`config.mk`:
```
export PLATFORM = sky130hd
export DESIGN_NAME = booth_mult_seq
export DESIGN_NICKNAME = d
export VERILOG_FILES = /design/src/rtl/booth_pkg.sv /design/src/rtl/booth_addsub.sv /design/src/rtl/booth_mult_seq.sv
export SDC_FILE = /design/constraint.sdc
export NUM_CORES = 1
export LEC_CHECK = 0
export ABC_AREA = 1
export BUFFER_PORTS_ARGS = -buffer_cell sky130_fd_sc_hd__buf_2
export CORE_ASPECT_RATIO = 1.25
export CORE_MARGIN = 5
export CORE_UTILIZATION = 60
export CTS_BUF_LIST = sky130_fd_sc_hd__clkbuf_4
export DETAILED_ROUTE_END_ITERATION = 7
export PLACE_DENSITY_LB_ADDON = 0.3
export SETUP_SLACK_MARGIN = 0.5
export SLEW_MARGIN = 20
export SYNTH_ARGS = -nofsm -noshare
export SYNTH_HDL_FRONTEND = slang
export SYNTH_HIERARCHICAL = 1
export SYNTH_SLANG_ARGS = --single-unit
export TNS_END_PERCENT = 100
```
`constraint.sdc`:
```
create_clock -name clk -period 3.6 [get_ports clk]
set_input_delay 0.18 -clock clk [delete_from_list [all_inputs] [get_ports clk]]
set_output_delay 0.18 -clock clk [all_outputs]
set_load 0.01 [all_outputs]
```
`src/rtl/booth_pkg.sv`:
```
// Shared definitions for the sequential Booth multiplier: controller state
// encoding and the iteration-counter width helper.
package booth_pkg;

  typedef enum logic [1:0] {
    IDLE = 2'd0,
    RUN  = 2'd1,
    DONE = 2'd2
  } state_e;

  // The counter must hold WIDTH+1 (the iteration count) without wrapping.
  function automatic int cnt_width(input int width);
    return $clog2(width + 2);
  endfunction

endpackage

```
`src/rtl/booth_addsub.sv`:
```
// N-bit adder/subtractor: y = sub ? a - b : a + b, with the subtraction
// done as a + ~b + 1 so a single carry chain serves both operations.
module booth_addsub #(
  parameter int N = 9
) (
  input  logic [N-1:0] a,
  input  logic [N-1:0] b,
  input  logic         sub,
  output logic [N-1:0] y
);

  logic [N-1:0] w_b;

  assign w_b = b ^ {N{sub}};
  assign y   = a + w_b + {{(N-1){1'b0}}, sub};

endmodule

```
`src/rtl/booth_mult_seq.sv`:
```
// Sequential radix-2 Booth multiplier with run-time signed/unsigned mode.
// One add/subtract and one arithmetic right shift of {A,Q,q_1} per cycle.
//
// Handshake: start is sampled only in IDLE or DONE; an accepted start moves
// the block into RUN (busy=1) for WIDTH+1 cycles, after which done pulses
// for exactly one cycle and product becomes valid. product then stays
// stable until the next operation completes; start in RUN is ignored.
module booth_mult_seq
  import booth_pkg::*;
#(
  parameter int WIDTH = 8,
  parameter int CNT_W = cnt_width(WIDTH)
) (
  input  logic                 clk,
  input  logic                 rst_n,
  input  logic                 start,
  input  logic                 is_signed,
  input  logic [WIDTH-1:0]     multiplicand,
  input  logic [WIDTH-1:0]     multiplier,
  output logic                 busy,
  output logic                 done,
  output logic [2*WIDTH-1:0]   product,
  output logic [1:0]           dbg_state
);

  // One extra bit keeps unsigned operands positive and keeps the extended
  // multiplicand away from the most-negative value, so A never overflows.
  localparam int E = WIDTH + 1;

  state_e             r_state;
  state_e             w_next;
  logic [E-1:0]       r_a;
  logic [E-1:0]       r_q;
  logic [E-1:0]       r_m;
  logic               r_q1;
  logic [CNT_W-1:0]   r_cnt;
  logic [2*WIDTH-1:0] r_product;

  logic               w_accept;
  logic               w_last;
  logic               w_sub;
  logic [E-1:0]       w_sum;
  logic [E-1:0]       w_a_op;
  logic [E-1:0]       w_a_sh;
  logic [E-1:0]       w_q_sh;

  function automatic logic [E-1:0] ext(input logic sgn, input logic [WIDTH-1:0] x);
    return sgn ? {x[WIDTH-1], x} : {1'b0, x};
  endfunction

  assign w_accept = start && (r_state == IDLE || r_state == DONE);
  assign w_last   = (r_state == RUN) && (r_cnt == CNT_W'(1));

  // Booth recoding of {Q[0], q_1}: 10 subtracts M, 01 adds M, else keep A.
  assign w_sub  = r_q[0] & ~r_q1;
  assign w_a_op = (r_q[0] ^ r_q1) ? w_sum : r_a;
  assign w_a_sh = {w_a_op[E-1], w_a_op[E-1:1]};
  assign w_q_sh = {w_a_op[0], r_q[E-1:1]};

  booth_addsub #(.N(E)) u_addsub (
    .a   (r_a),
    .b   (r_m),
    .sub (w_sub),
    .y   (w_sum)
  );

  always_ff @(posedge clk or negedge rst_n) begin
    if (!rst_n) begin
      r_state <= IDLE;
    end else begin
      r_state <= w_next;
    end
  end

  always_comb begin
    w_next = r_state;
    case (r_state)
      IDLE:    w_next = w_accept ? RUN : IDLE;
      RUN:     w_next = w_last ? DONE : RUN;
      DONE:    w_next = w_accept ? RUN : IDLE;
      default: w_next = IDLE;
    endcase
  end

  always_comb begin
    busy      = (r_state == RUN);
    done      = (r_state == DONE);
    dbg_state = r_state;
    product   = r_product;
  end

  always_ff @(posedge clk or negedge rst_n) begin
    if (!rst_n) begin
      r_a       <= '0;
      r_q       <= '0;
      r_m       <= '0;
      r_q1      <= 1'b0;
      r_cnt     <= '0;
      r_product <= '0;
    end else if (w_accept) begin
      r_a   <= '0;
      r_q   <= ext(is_signed, multiplier);
      r_m   <= ext(is_signed, multiplicand);
      r_q1  <= 1'b0;
      r_cnt <= CNT_W'(E);
    end else if (r_state == RUN) begin
      r_a   <= w_a_sh;
      r_q   <= w_q_sh;
      r_q1  <= r_q[0];
      r_cnt <= r_cnt - CNT_W'(1);
      if (w_last) begin
        // Low 2*WIDTH bits of the final {A,Q}.
        r_product <= {w_a_sh[WIDTH-2:0], w_q_sh};
      end
    end
  end

endmodule

```
---- After elaboration in Yosys (flattened, before gate mapping) ----
Index checks and enable logic that the tools add are counted.
word-level totals
  flip-flop bits (word level) ............. 50
  bits of input ports ..................... 20
  output and inout bits ................... 20
operators by class
  $add $sub $neg .......................... 3
  equality and inequality tests ........... 3
  multiplexer cells ....................... 14
  bitwise logic cells ..................... 5
  reduce and logical (&&, ||, !) cells .... 7
operator list
  cell                                                                count
  9-bit two-way mux                                                   7
  9-bit by 1-bit adder with 9-bit output                              1
  9-bit adder                                                         1
  9-bit XOR                                                           1
  4-bit two-way mux                                                   2
  4-bit by 1-bit == test with 1-bit output, second input constant     1
  2-bit case mux with 2 select lines                                  1
  4-bit by 1-bit subtractor with 4-bit output, second input constant  1
  1-bit two-way mux                                                   3
  3-bit AND reduction                                                 1
  2-bit by 1-bit == test with 1-bit output, second input constant     1
  2-bit == test, second input constant                                1
  1-bit logical AND                                                   2
  2-bit logical NOT                                                   1
  2-bit two-way mux                                                   1
  1-bit NOT                                                           2
  2-bit nonzero test                                                  1
  2-bit OR reduction                                                  1
  1-bit bitwise AND                                                   1
  1-bit logical OR                                                    1
  1-bit XOR                                                           1

---- Logic depth before layout (Yosys ltp) ----
Gate-level depths: netlist of the first run.
  depth after elaboration ................. 8
  gate-level depth with buffers ........... 18
  mapped depth without buffers ............ 17

---- Hierarchy ----
The synthesis of the first run kept the hierarchy.
modules (own cells, without submodules)
  module          times used  cells an instance  area each (µm²)  sequential area each (µm²)
  booth_mult_seq  1           256                2160.8           1226.2
  booth_addsub    1           89                 526.8            0.0

---- Least setup slack after synthesis of the first run ----
OpenSTA, ideal clock, no wires.
  kind .................................... flip-flop to flip-flop
  start point ............................. register r_q[0]
  end point ............................... register r_a[7]
  arrival ................................. 1.909 ns
  required time ........................... 3.477 ns
  path slack .............................. 1.569 ns
  stages on the path, launching flop included .. 11
  path buffers ............................ 1
  clock period less this slack ............ 2.031 ns
  cells stage by stage .................... dfrtp_1 -> ha_1 -> buf_6 -> xnor2_1 -> fa_1 -> o21ai_2 -> nand2_1 -> nand3_1 -> nand2_1 -> nor3_1 -> nor3_1
between the ends
  longest elaborated chain between the ends .. 7
  elaborated cells on any way between the ends .. 8
  classes of those cells .................. add/sub: 2; mux: 3; bitwise: 3
ends and longest elaborated chain
  item                                      line                   RTL
  start, declared                           booth_mult_seq.sv:33   logic [E-1:0] r_q;
  start signal, assigned                    booth_mult_seq.sv:102  r_q <= ext(is_signed, multiplier);
  start signal, assigned                    booth_mult_seq.sv:108  r_q <= w_q_sh;
  1-bit bitwise AND *                       booth_mult_seq.sv:55   assign w_sub = r_q[0] & ~r_q1;
  via w_sub                                 booth_mult_seq.sv:41   logic w_sub;
  9-bit XOR                                 booth_addsub.sv:14     assign w_b = b ^ {N{sub}};
  9-bit adder                               booth_addsub.sv:15     assign y = a + w_b + {{(N-1){1'b0}}, sub};
  9-bit by 1-bit adder with 9-bit output *  booth_addsub.sv:15
  via w_sum[8]                              booth_mult_seq.sv:42   logic [E-1:0] w_sum;
  9-bit two-way mux *                       booth_mult_seq.sv:56   assign w_a_op = (r_q[0] ^ r_q1) ? w_sum : r_a;
  9-bit two-way mux *                       booth_mult_seq.sv:106  end else if (r_state == RUN) begin
  9-bit two-way mux *                       booth_mult_seq.sv:100  end else if (w_accept) begin
  end signal, assigned                      booth_mult_seq.sv:107  r_a <= w_a_sh;
  end, declared                             booth_mult_seq.sv:32   logic [E-1:0] r_a;
The timed path passes the listed nets; every way through them passes the cells marked *. The select of a mux whose other input is x is not followed.
A chain may end at the register's enable or synchronous reset.

---- Worst setup path after layout of the first run ----
  start point ............................. register r_q1
  end point ............................... register r_a[5]
between the ends
  longest elaborated chain between the ends .. 8
  elaborated cells on any way between the ends .. 9
  classes of those cells .................. add/sub: 2; mux: 3; bitwise: 4
ends and longest elaborated chain
  item                                      line                   RTL
  start, declared                           booth_mult_seq.sv:35   logic r_q1;
  start signal, assigned                    booth_mult_seq.sv:109  r_q1 <= r_q[0];
  1-bit NOT *                               booth_mult_seq.sv:55
  1-bit bitwise AND *                       booth_mult_seq.sv:55
  via w_sub                                 booth_mult_seq.sv:41
  9-bit XOR                                 booth_addsub.sv:14
  9-bit adder                               booth_addsub.sv:15
  9-bit by 1-bit adder with 9-bit output *  booth_addsub.sv:15
  via w_sum[6]                              booth_mult_seq.sv:42
  9-bit two-way mux *                       booth_mult_seq.sv:56
  9-bit two-way mux *                       booth_mult_seq.sv:106
  9-bit two-way mux *                       booth_mult_seq.sv:100
Marks and branches as above.

==> summary.txt, run 1 <==
Status
  – Status: complete, no violations

Synthesis
  – Yosys top cell area share: 45.6%
  – Syn Area/Cell: around 8 sq um
  – Register bit total from synthesis: 49
  – Distinct cells, synth: 29
  – Sequential element share of the synthesized area: 45.6%
  – Top post-synthesis cells by area: dfrtp_1 (46%), nand2_1 (23%), ha_1 (4.7%), o21ai_0 (4.1%), inv_1 (3.5%)
  – Post-Synthesis Cells: about 350
  – Synth warnings: 6
  – Syn Nets: 376
  – Area of the mapped netlist: 2690 sq um
  – Yosys top cell by area: dfrtp_1

Worst hold path
  – Worst hold path depth: 3
  – Worst min path class: primary input to flip-flop
  – Hold Path Origin: multiplicand[6]
  – Hold path endpoint: r_m[6]

Final layout
  – Antenna diode count: 0
  – Non-filler cells, final: 442
  – Area of the multi-input gates: between 1000 and 1500 sq um
  – Register area: ~1200 sq um
  – Syn-to-layout area delta: 10.6%
  – Commonest non-fill, non-tap cells in the layout: nand2_1 (162), dfrtp_1 (49), buf_2 (38), inv_1 (25), o21ai_0 (22)
  – Layout fillers: 403
  – Share of post-route cells with drive strength above 1: ~16%
  – Layout Nets: 415
  – Commonest non-fill, non-tap cell in the layout: nand2_1

Die
  – Die ar.: 5930 sq um
  – Die Span Y: between 80 and 90 um
  – Top-Level Pins: 40
  – Initial Util: slightly above 60%
  – Placement row count: 27
  – Core area: 4390 sq um
  – Die width: ~70 um

Placed design
  – Routability congestion estimate: ~0.85
  – DP HPWL: 4230 um
  – Placed cell count: 431
  – IO buf count: 39

Worst setup path
  – Crit path largest cell delay: 0.47 ns
  – Critical Path AT: 2.68 ns
  – Reg2reg path depth: 13
  – CP Data Required Time: around 3.9 ns
  – Top cell by count, worst path: nand2_1
  – CP top delay family: adder cells
  – Slowest-stage cell, CP: ha_1
  – FF-to-FF setup slack: about 1.2 ns
  – Crit path kind: flip-flop to flip-flop
  – Critical R2R Launch: r_q1
  – Worst r2r dst: r_a[5]
  – Buf/Inv on CP: 1
  – Crit end category: flip-flop
  – CP Cell Sequence: inv_1 -> ha_1 -> xnor2_1 -> fa_1 -> o21ai_2 -> nand2_1 -> nand2_1 -> nand2_1 -> nand2_1 -> nand2_1 -> nand2_1 -> nand2_1 -> nand2_1
  – Crit path max fanout: 10
  – Crit path launch type: flip-flop

Timing
  – Final Critical Period: approximately 2.4 ns
  – Slew margin rel.: around 42%
  – Slew Limit Fails: 0
  – Slew @ Worst Pin: ~0.86 ns
  – Final worst-path cycle share: 65.9%
  – Final setup viols: 0
  – Total negative slack: 0 ns
  – Max Clk Rate: ~420 MHz
  – Unrepaired setup endpoints after global routing: false
  – Final hold viol count: 0
  – Setup Skew: 0.00991 ns

Clock tree
  – TritonCTS buffer count: 5
  – Clk sink count: slightly below 50
  – CTS Root Cell: clkbuf_4
  – # resized after CTS: 0
  – Clk_lat worst skew: 0.36 ns
  – Buffer count from post-CTS setup fixing: 0
  – Clk buf depth: 2
  – H-tree levels: 2
  – Reg clk slew, reported paths: ~0.13 ns
  – CTS tree: done

Drt
  – Initial DRC Count: ~170
  – Vias per Instance: slightly above 5
  – DRC: 0
  – Detail Route Antenna Nets: 0
  – DRT Wirelength: roughly 5800 um
  – DRT Pass-1 Iters: 4
  – WL/cell: 13.0 um
  – Total vias in the final route: around 2300

Run
  – Max Cap Viol: 0

Global routing
  – Tot GR Track Use: between 20% and 30%
  – Number of global-route vias before repair: ~2200
  – Initial antenna violation count: 0
  – Largest net degree at the start of global routing: 50
  – First-pass GRT wire length: 9900 um
  – Gr ovfl total: 0

Power
  – Pwr/cell area: 1090 nW/um^2
  – P_sw: approximately 0.0016 W
  – Net Sw Frac: 50.1%
  – Combinational share of power: between 60% and 70%
  – P_leak: approximately 1.7 nW
  – IR drop worst, VDD: between 500 and 600 uV
  – Clock power frac: under 10%
  – Power share of the sequential group: 31.3%
  – Cell-internal power: 0.00161 W
Yosys cell counts:
cell and count:
nor2_8 1, nand2_2 7, buf_4 1, nand4_1 2
nand2_4 1, buf_6 4, buf_2 4, xnor2_2 1
o21bai_1 1, inv_2 4, o21ai_0 22, and2_1 1
nand3_1 15, nor2_1 9, dfrtp_1 49, ha_1 10
xnor2_1 3, o22ai_1 2, o21ai_2 1, clkbuf_1 2
fa_1 1, nor3_1 2, inv_1 25, xor2_1 10
nand2_1 162, clkinv_1 1, nand3_4 1, a21oi_1 2
nor2_2 1
worst max-delay path by stage:
stage | start | to | slack [ns] | cells after the start
global route | r_q1 | r_a[7] | 0.94 | 10
CTS | r_q1 | product[15] | 1.21 | 14
detailed placement | r_q1 | product[15] | 1.23 | 14
global placement | r_q1 | r_a[5] | 1.34 | 13
finish | r_q1 | r_a[5] | 1.23 | 13
floorplan | r_q[0] | r_a[7] | 1.57 | 10
tightest hold or removal path: stages:
cell     delay [ns]
buf_2          0.08
nand2_1        0.04
nand2_1        0.04
per-stage QoR:
| stage | total power, W | setup WS [ns] | cell area [sq um] | hold slack [ns] | util (%) |
|---|---|---|---|---|---|
| floorplan | 0.00252 | 1.57 | 2690 | -0.116 | - |
| global placement | 0.00289 | 1.34 | 2880 | 0.374 | 65.5 |
| detailed placement | 0.00297 | 1.23 | 2880 | 0.377 | 65.5 |
| CTS | 0.00323 | 1.21 | 2960 | 0.00201 | 67.4 |
| global route | 0.00356 | 0.941 | 2970 | 0.00851 | 67.7 |
| finish | 0.00322 | 1.23 | 2970 | 0.00620 | 67.7 |
flip-flops by register name, summed over array words and instances, names as in the netlist:
signal     count
r_m            9
dbg_state      2
r_q            9
r_a            8
r_q1           1
product       16
r_cnt          4
cells by family after synthesis:
kind of cell | share of synthesized area [%]
XOR/XNOR | 4.84
adder cells (fa/ha/maj) | 5.40
flip-flops | 45.6
AND/OR/NAND/NOR | 31.4
buffers and inverters | 7.17
AO/OA/AOI/OAI | 5.54
area by class of cell:
class                           instances  share of cell area (%)
Tap cell                               58                    2.44
Sequential cell                        49                    41.3
Multi-Input combinational cell        255                    42.7
Inverter                               30                    3.79
Timing Repair Buffer                   43                    8.00
Clock inverter                          1                   0.295
Clock buffer                            6                    1.52
layer usage:
layer,vias to the layer above,track usage [%],part of all wire [%]
met5,-,0,0
met1,1066,24.3,41
met2,58,37.0,52
li1,1148,-,-
met3,10,4.15,5.3
met4,0,6.62,1.5
power by group through the flow:
| stage | combinational, W | sequential, W | clock (W) |
|---|---|---|---|
| global route | 0.00224 | 0.00104 | 0.000277 |
| finish | 0.00196 | 0.00101 | 0.000253 |
| CTS | 0.00197 | 0.00101 | 0.000260 |
| detailed placement | 0.00195 | 0.00102 | 0 |
| floorplan | 0.00151 | 0.00101 | 0 |
| global placement | 0.00188 | 0.00101 | 0 |
what timing repair did:
item,CTS,global route
endpoints found under the hold margin,3,49
hold buffers,3,1
setup endpoints to repair,0,0
Note: power is estimated with default switching activity, not from simulation.
==> run 2, diff against run 1 <==
--- a/config.mk
+++ b/config.mk
@@ -9,7 +9,7 @@
 export BUFFER_PORTS_ARGS = -buffer_cell sky130_fd_sc_hd__buf_2
 export CORE_ASPECT_RATIO = 1.25
 export CORE_MARGIN = 5
-export CORE_UTILIZATION = 60
+export CORE_UTILIZATION = 53
 export CTS_BUF_LIST = sky130_fd_sc_hd__clkbuf_4
 export DETAILED_ROUTE_END_ITERATION = 7
 export PLACE_DENSITY_LB_ADDON = 0.3
==> constraint.sdc (replaced) <==
create_clock -name clk -period 2.1 [get_ports clk]
set_input_delay 0.105 -clock clk [delete_from_list [all_inputs] [get_ports clk]]
set_output_delay 0.105 -clock clk [all_outputs]
set_load 0.01 [all_outputs]
==> summary.txt, run 2 (synthesized netlist as in run 1, its figures left out) <==
Final layout
  – Layout Nets: between 400 and 500
  – Number of flip-flops in the largest register: 16
  – Commonest non-fill, non-tap cells in the layout: nand2_1 (151), dfrtp_1 (48), buf_2 (39), o21ai_0 (20), inv_1 (19)
  – Layout fillers: about 430
  – Syn-to-layout area delta: 25.5%
  – Share of post-route cells with drive strength above 1: approximately a quarter
  – Non-filler cells, final: approximately 470
  – Antenna diode count: 0
  – Area of the multi-input gates: roughly 1400 sq um
  – Commonest non-fill, non-tap cell in the layout: nand2_1
  – Register area: 1230 sq um

Drt
  – Vias per Instance: about 5.0
  – Initial DRC Count: between 100 and 150
  – WL/cell: between 10 and 15 um
  – Total vias in the final route: 2372
  – DRT Wirelength: around 6100 um
  – Detail Route Antenna Nets: 0
  – DRT Pass-1 Iters: 4
  – DRC: 0

Timing
  – Setup Skew: roughly 0.020 ns
  – Final worst-path cycle share: 104%
  – Slew Limit Fails: 0
  – Final hold viol count: 0
  – Final Critical Period: roughly 2.2 ns
  – Unrepaired setup endpoints after global routing: true
  – Slew margin rel.: roughly four fifths
  – Final setup viols: 8
  – Max Clk Rate: roughly 460 MHz
  – Worst setup margin: -0.0906 ns
  – Slew @ Worst Pin: approximately 0.27 ns

Clock tree
  – CTS Root Cell: clkbuf_4
  – H-tree levels: 2
  – Reg clk slew, reported paths: approximately 0.15 ns
  – Clk sink count: 49
  – CTS tree: done
  – Clk buf depth: 2
  – TritonCTS buffer count: 5
  – Clk_lat worst skew: roughly 0.38 ns

Die
  – Core area: about 5000 sq um
  – Placement row count: 29
  – Initial Util: around 54%
  – Top-Level Pins: 40
  – Die Span Y: approximately 90 um
  – Die width: between 70 and 80 um
  – Die ar.: ~6600 sq um

Global routing
  – Number of global-route vias before repair: approximately 2300
  – Initial antenna violation count: 0
  – Gr ovfl total: 0
  – Largest net degree at the start of global routing: 50
  – First-pass GRT wire length: 10400 um
  – Tot GR Track Use: approximately a fifth

Power
  – Pwr/cell area: 1860 nW/um^2
  – P_leak: between 1.5 and 2 nW
  – IR drop worst, VDD: about 860 uV

Worst setup path
  – Critical Path AT: between 2 and 2.5 ns
  – Slowest-stage cell, CP: dfrtp_1
  – Crit path max fanout: 5
  – Crit path kind: flip-flop to flip-flop
  – CP Data Required Time: around 2.4 ns
  – Crit path largest cell delay: 0.44 ns
  – FF-to-FF setup slack: -0.09 ns
  – Top cell by count, worst path: nand2_1
  – Crit end category: flip-flop
  – Crit path launch type: flip-flop
  – CP Cell Sequence: ha_4 -> buf_12 -> xor2_1 -> ha_1 -> a21oi_2 -> o21ai_4 -> buf_4 -> xor2_1 -> nand2_1 -> nand2_1 -> nand2_1 -> nand2_1

Placed design
  – IO buf count: 39
  – Routability congestion estimate: just under 0.9
  – Placed cell count: between 400 and 500
  – DP HPWL: roughly 4300 um
  – Pre-CTS WS: -0.0108 ns

Run
  – Max Cap Viol: 0

Status
  – Failing checks: setup timing
  – Status: complete, but fails checks

Worst hold path
  – Worst min path class: primary input to flip-flop
==> run 2: cell count changes in the layout (fill, tap and decap cells not counted), sizes merged <==
cell	before	now
buf	39	52
dlygate4sd3	4	17
clkinv	2	3
clkinvlp	0	1
==> run 2: worst max-delay path: cells and delay by family, from the launching register on <==
kind | cells | cell delay (ns)
AO/OA/AOI/OAI | 2 | 0.30
buffers and inverters | 2 | 0.27
adder cells (fa/ha/maj) | 2 | 0.54
flip-flops | 1 | 0.44
AND/OR/NAND/NOR | 4 | 0.24
XOR/XNOR | 2 | 0.29
==> run 2: metal layers <==
layer  vias to the layer above  share of wire [%]  routed length [um]  GRT usage, %
met1                      1113                 42                2540          25.6
li1                       1202                  -                   -             -
met4                         0                1.7                 101          7.41
met5                         -                  0                   0             0
met3                         8                3.2                 194          3.23
met2                        49                 54                3270          35.4
==> run 2: worst paths after layout <==
kind                           start  cells after the start           end
setup / recovery              r_q[0]                     12   product[12]
hold / removal             is_signed                      3        r_m[8]
setup reg to reg              r_q[0]                     12   product[12]
hold reg to reg             r_cnt[3]                      2      r_cnt[3]
max in group asynchronous      rst_n                      3  dbg_state[0]
min in group asynchronous      rst_n                      3        r_m[1]
==> run 2: per-stage QoR <==
| stage | total power [W] | utilization, % | hold slack, ns | setup TNS, ns | instance area [sq um] |
|---|---|---|---|---|---|
| 2_1_floorplan | 0.00439 | - | -0.191 | 0 | 2710 |
| 3_3_place_gp | 0.00511 | 58.9 | 0.113 | 0 | 2950 |
| 3_5_place_dp | 0.00519 | 58.9 | 0.114 | -0.0108 | 2950 |
| 4_1_cts | 0.00582 | 64.1 | 0.0286 | -0.0344 | 3210 |
| 5_1_grt | 0.00693 | 67.3 | 0.0338 | -1.51 | 3370 |
| 6_report | 0.00628 | 67.3 | 0.0314 | -0.310 | 3370 |
==> run 2: repair_timing <==
| action | CTS | global route |
|---|---|---|
| pin swaps | 5 | 29 |
| gates resized for setup | 4 | 25 |
| hold endpoints to repair | 65 | 0 |
| gates cloned | 0 | 1 |
| setup buffers | 3 | 6 |
| hold buffers | 17 | 0 |
| setup endpoints to repair | 15 | 34 |
==> run 2: area by class of cell <==
cell class,instances,area share (%)
timing repair buffer,70,15.3
clock inverter,3,0.482
multi-input combinational,255,40.9
sequential,49,36.4
tap,62,2.30
inverter,30,3.45
clock buffer,5,1.11
==> run 2: where the power goes <==
group | internal, W | switching, W | total (W)
combinational | 0.00172 | 0.00237 | 0.00409
clock | 0.000128 | 0.000308 | 0.000437
sequential | 0.00140 | 0.000358 | 0.00175
==> run 3, diff against run 2 <==
--- a/config.mk
+++ b/config.mk
@@ -6,7 +6,7 @@
 export NUM_CORES = 1
 export LEC_CHECK = 0
 export ABC_AREA = 1
-export BUFFER_PORTS_ARGS = -buffer_cell sky130_fd_sc_hd__buf_2
+export BUFFER_PORTS_ARGS = -buffer_cell sky130_fd_sc_hd__buf_4
 export CORE_ASPECT_RATIO = 1.25
 export CORE_MARGIN = 5
 export CORE_UTILIZATION = 53
==> summary.txt, run 3 (synthesized netlist as in run 1, its figures left out) <==
Worst setup path
  – Slowest-stage cell, CP: dfrtp_1
  – Top cell by count, worst path: nand2_1
  – Reg2reg path depth: 16
  – Critical R2R Launch: r_q[0]
  – CP Cell Sequence: ha_4 -> buf_12 -> xor2_1 -> ha_1 -> nand2_1 -> inv_1 -> nand2_2 -> nand2_4 -> nand2_2 -> nand2_1 -> nand2_1 -> nand2_1 -> nand2_1 -> nand2_2 -> nand2_1 -> nand2_1
  – Crit path from: r_q[0]
  – Crit path launch type: flip-flop
  – Worst r2r dst: product[15]
  – CP top delay family: simple AND/OR/NAND/NOR gates
  – Crit path kind: flip-flop to flip-flop
  – Crit path largest cell delay: between 0.4 and 0.5 ns
  – Critical Path AT: roughly 2.4 ns
  – CP Data Required Time: 2.38 ns
  – Crit path max fanout: 5
  – FF-to-FF setup slack: -0.02 ns
  – Worst path depth: 16
  – Critical path endpoint: product[15]
  – Buf/Inv on CP: 2
  – Crit end category: flip-flop

Drt
  – DRT Wirelength: roughly 6300 um
  – Vias per Instance: 5.09
  – Initial DRC Count: between 100 and 150
  – DRT Pass-1 Iters: 4
  – DRC: 0
  – WL/cell: around 13 um
  – Total vias in the final route: 2398
  – Detail Route Antenna Nets: 0

Worst hold path
  – Worst min path class: primary input to flip-flop

Die
  – Placement row count: 29
  – Die ar.: around 6600 sq um
  – Die Span Y: roughly 90 um
  – Initial Util: between 50% and 60%
  – Core area: 5010 sq um
  – Top-Level Pins: 40
  – Die width: between 70 and 80 um

Run
  – Max Cap Viol: 0

Timing
  – Slew margin rel.: between 50 and 60%
  – Unrepaired setup endpoints after global routing: true
  – Worst setup margin: -0.0237 ns
  – Final worst-path cycle share: 101%
  – Final hold viol count: 0
  – Total negative slack: -0.0604 ns
  – Final setup viols: 3
  – Slew @ Worst Pin: between 0.6 and 0.7 ns
  – Final Critical Period: 2.12 ns
  – Max Clk Rate: approximately 470 MHz
  – Setup Skew: between 0.02 and 0.025 ns
  – Slew Limit Fails: 0

Final layout
  – Number of flip-flops in the largest register: 16
  – Antenna diode count: 0
  – Final core occ: 69.1%
  – Design area: 3460 sq um
  – Commonest non-fill, non-tap cell in the layout: nand2_1
  – Layout Nets: 439
  – Layout fillers: between 400 and 500
  – Share of post-route cells with drive strength above 1: roughly a quarter
  – Commonest non-fill, non-tap cells in the layout: nand2_1 (153), dfrtp_1 (48), buf_4 (47), o21ai_0 (21), inv_1 (18)
  – Syn-to-layout area delta: 28.8%
  – Non-filler cells, final: about 470

Placed design
  – Placed cell count: approximately 440
  – DP Area: between 3000 and 4000 sq um
  – Routability congestion estimate: between 0.8 and 0.9
  – DP HPWL: ~4300 um
  – IO buf count: 39
  – Pre-CTS WS: -0.0385 ns

Clock tree
  – CTS Root Cell: clkbuf_4
  – Reg clk slew, reported paths: approximately 0.16 ns
  – H-tree levels: 2
  – Clk buf depth: 2
  – TritonCTS buffer count: 5
  – Clk_lat worst skew: roughly 0.37 ns
  – CTS tree: done
  – Clk sink count: between 40 and 50

Power
  – Pwr/cell area: about 1900 nW/um^2
  – P_leak: about 1.9 nW
  – IR drop worst, VDD: 950 uV

Global routing
  – Initial antenna violation count: 0
  – Largest net degree at the start of global routing: 50
  – Tot GR Track Use: 21.0%
  – Number of global-route vias before repair: around 2400
  – Gr ovfl total: 0
  – First-pass GRT wire length: approximately 11000 um

Status
  – Failing checks: setup timing
  – Status: complete, but fails checks
[run 3: worst min path at each step]
stage / startpoint / endpoint / cells past startpoint
4_1_cts: is_signed / r_m[8] / 3
3_3_place_gp: rst_n / r_m[5] / 1
3_5_place_dp: rst_n / r_m[6] / 1
6_report: is_signed / r_m[8] / 3
5_1_grt: is_signed / r_m[8] / 3
2_1_floorplan: rst_n / dbg_state[0] / 0
[run 3: what timing repair did]
item,in CTS,in global routing
pin swaps,12,7
gates cloned,1,0
gates resized for setup,15,13
endpoints found under the hold margin,65,0
setup endpoints to repair,15,34
hold buffers,17,0
setup buffers,5,2
[run 3: per-stage QoR]
step	hold slack (ns)	total power (W)
CTS	0.0546	0.00627
finish	0.0538	0.00644
detailed placement	0.163	0.00530
floorplan	-0.191	0.00439
global route	0.0388	0.00713
global placement	0.164	0.00520
[run 3: metal layers]
layer,part of all wire (%),vias to the layer above,global-route usage (%)
met3,3.7,23,3.23
met2,53,57,37.1
met4,4.1,0,8.57
li1,-,1195,-
met1,39,1123,25.3
met5,0,-,0
[run 3: worst register-to-register path, stage by stage (launching register included)]
cell and delay [ns]:
dfrtp_1 0.44, ha_4 0.20, buf_12 0.14, xor2_1 0.16, ha_1 0.34, nand2_1 0.09
inv_1 0.05, nand2_2 0.09, nand2_4 0.08, nand2_2 0.08, nand2_1 0.05, nand2_1 0.05
nand2_1 0.05, nand2_1 0.08, nand2_2 0.06, nand2_1 0.06, nand2_1 0.05
[run 3: layout make-up]
cell class	count	area, sq um	area share, %
flip-flops and latches	49	1230	35.5
clock inverters	3	43.8	1.27
multi-input cells	255	1370	39.7
inverters	30	120	3.47
clock buffers	5	37.5	1.08
repair buffers	67	582	16.8
well taps	62	77.6	2.24
[run 3: power breakdown]
part | total [W] | switching (W) | internal, W
combinational | 0.00411 | 0.00236 | 0.00175
clock | 0.000559 | 0.000306 | 0.000253
sequential | 0.00177 | 0.000373 | 0.00140
total | 0.00644 | 0.00304 | 0.00340
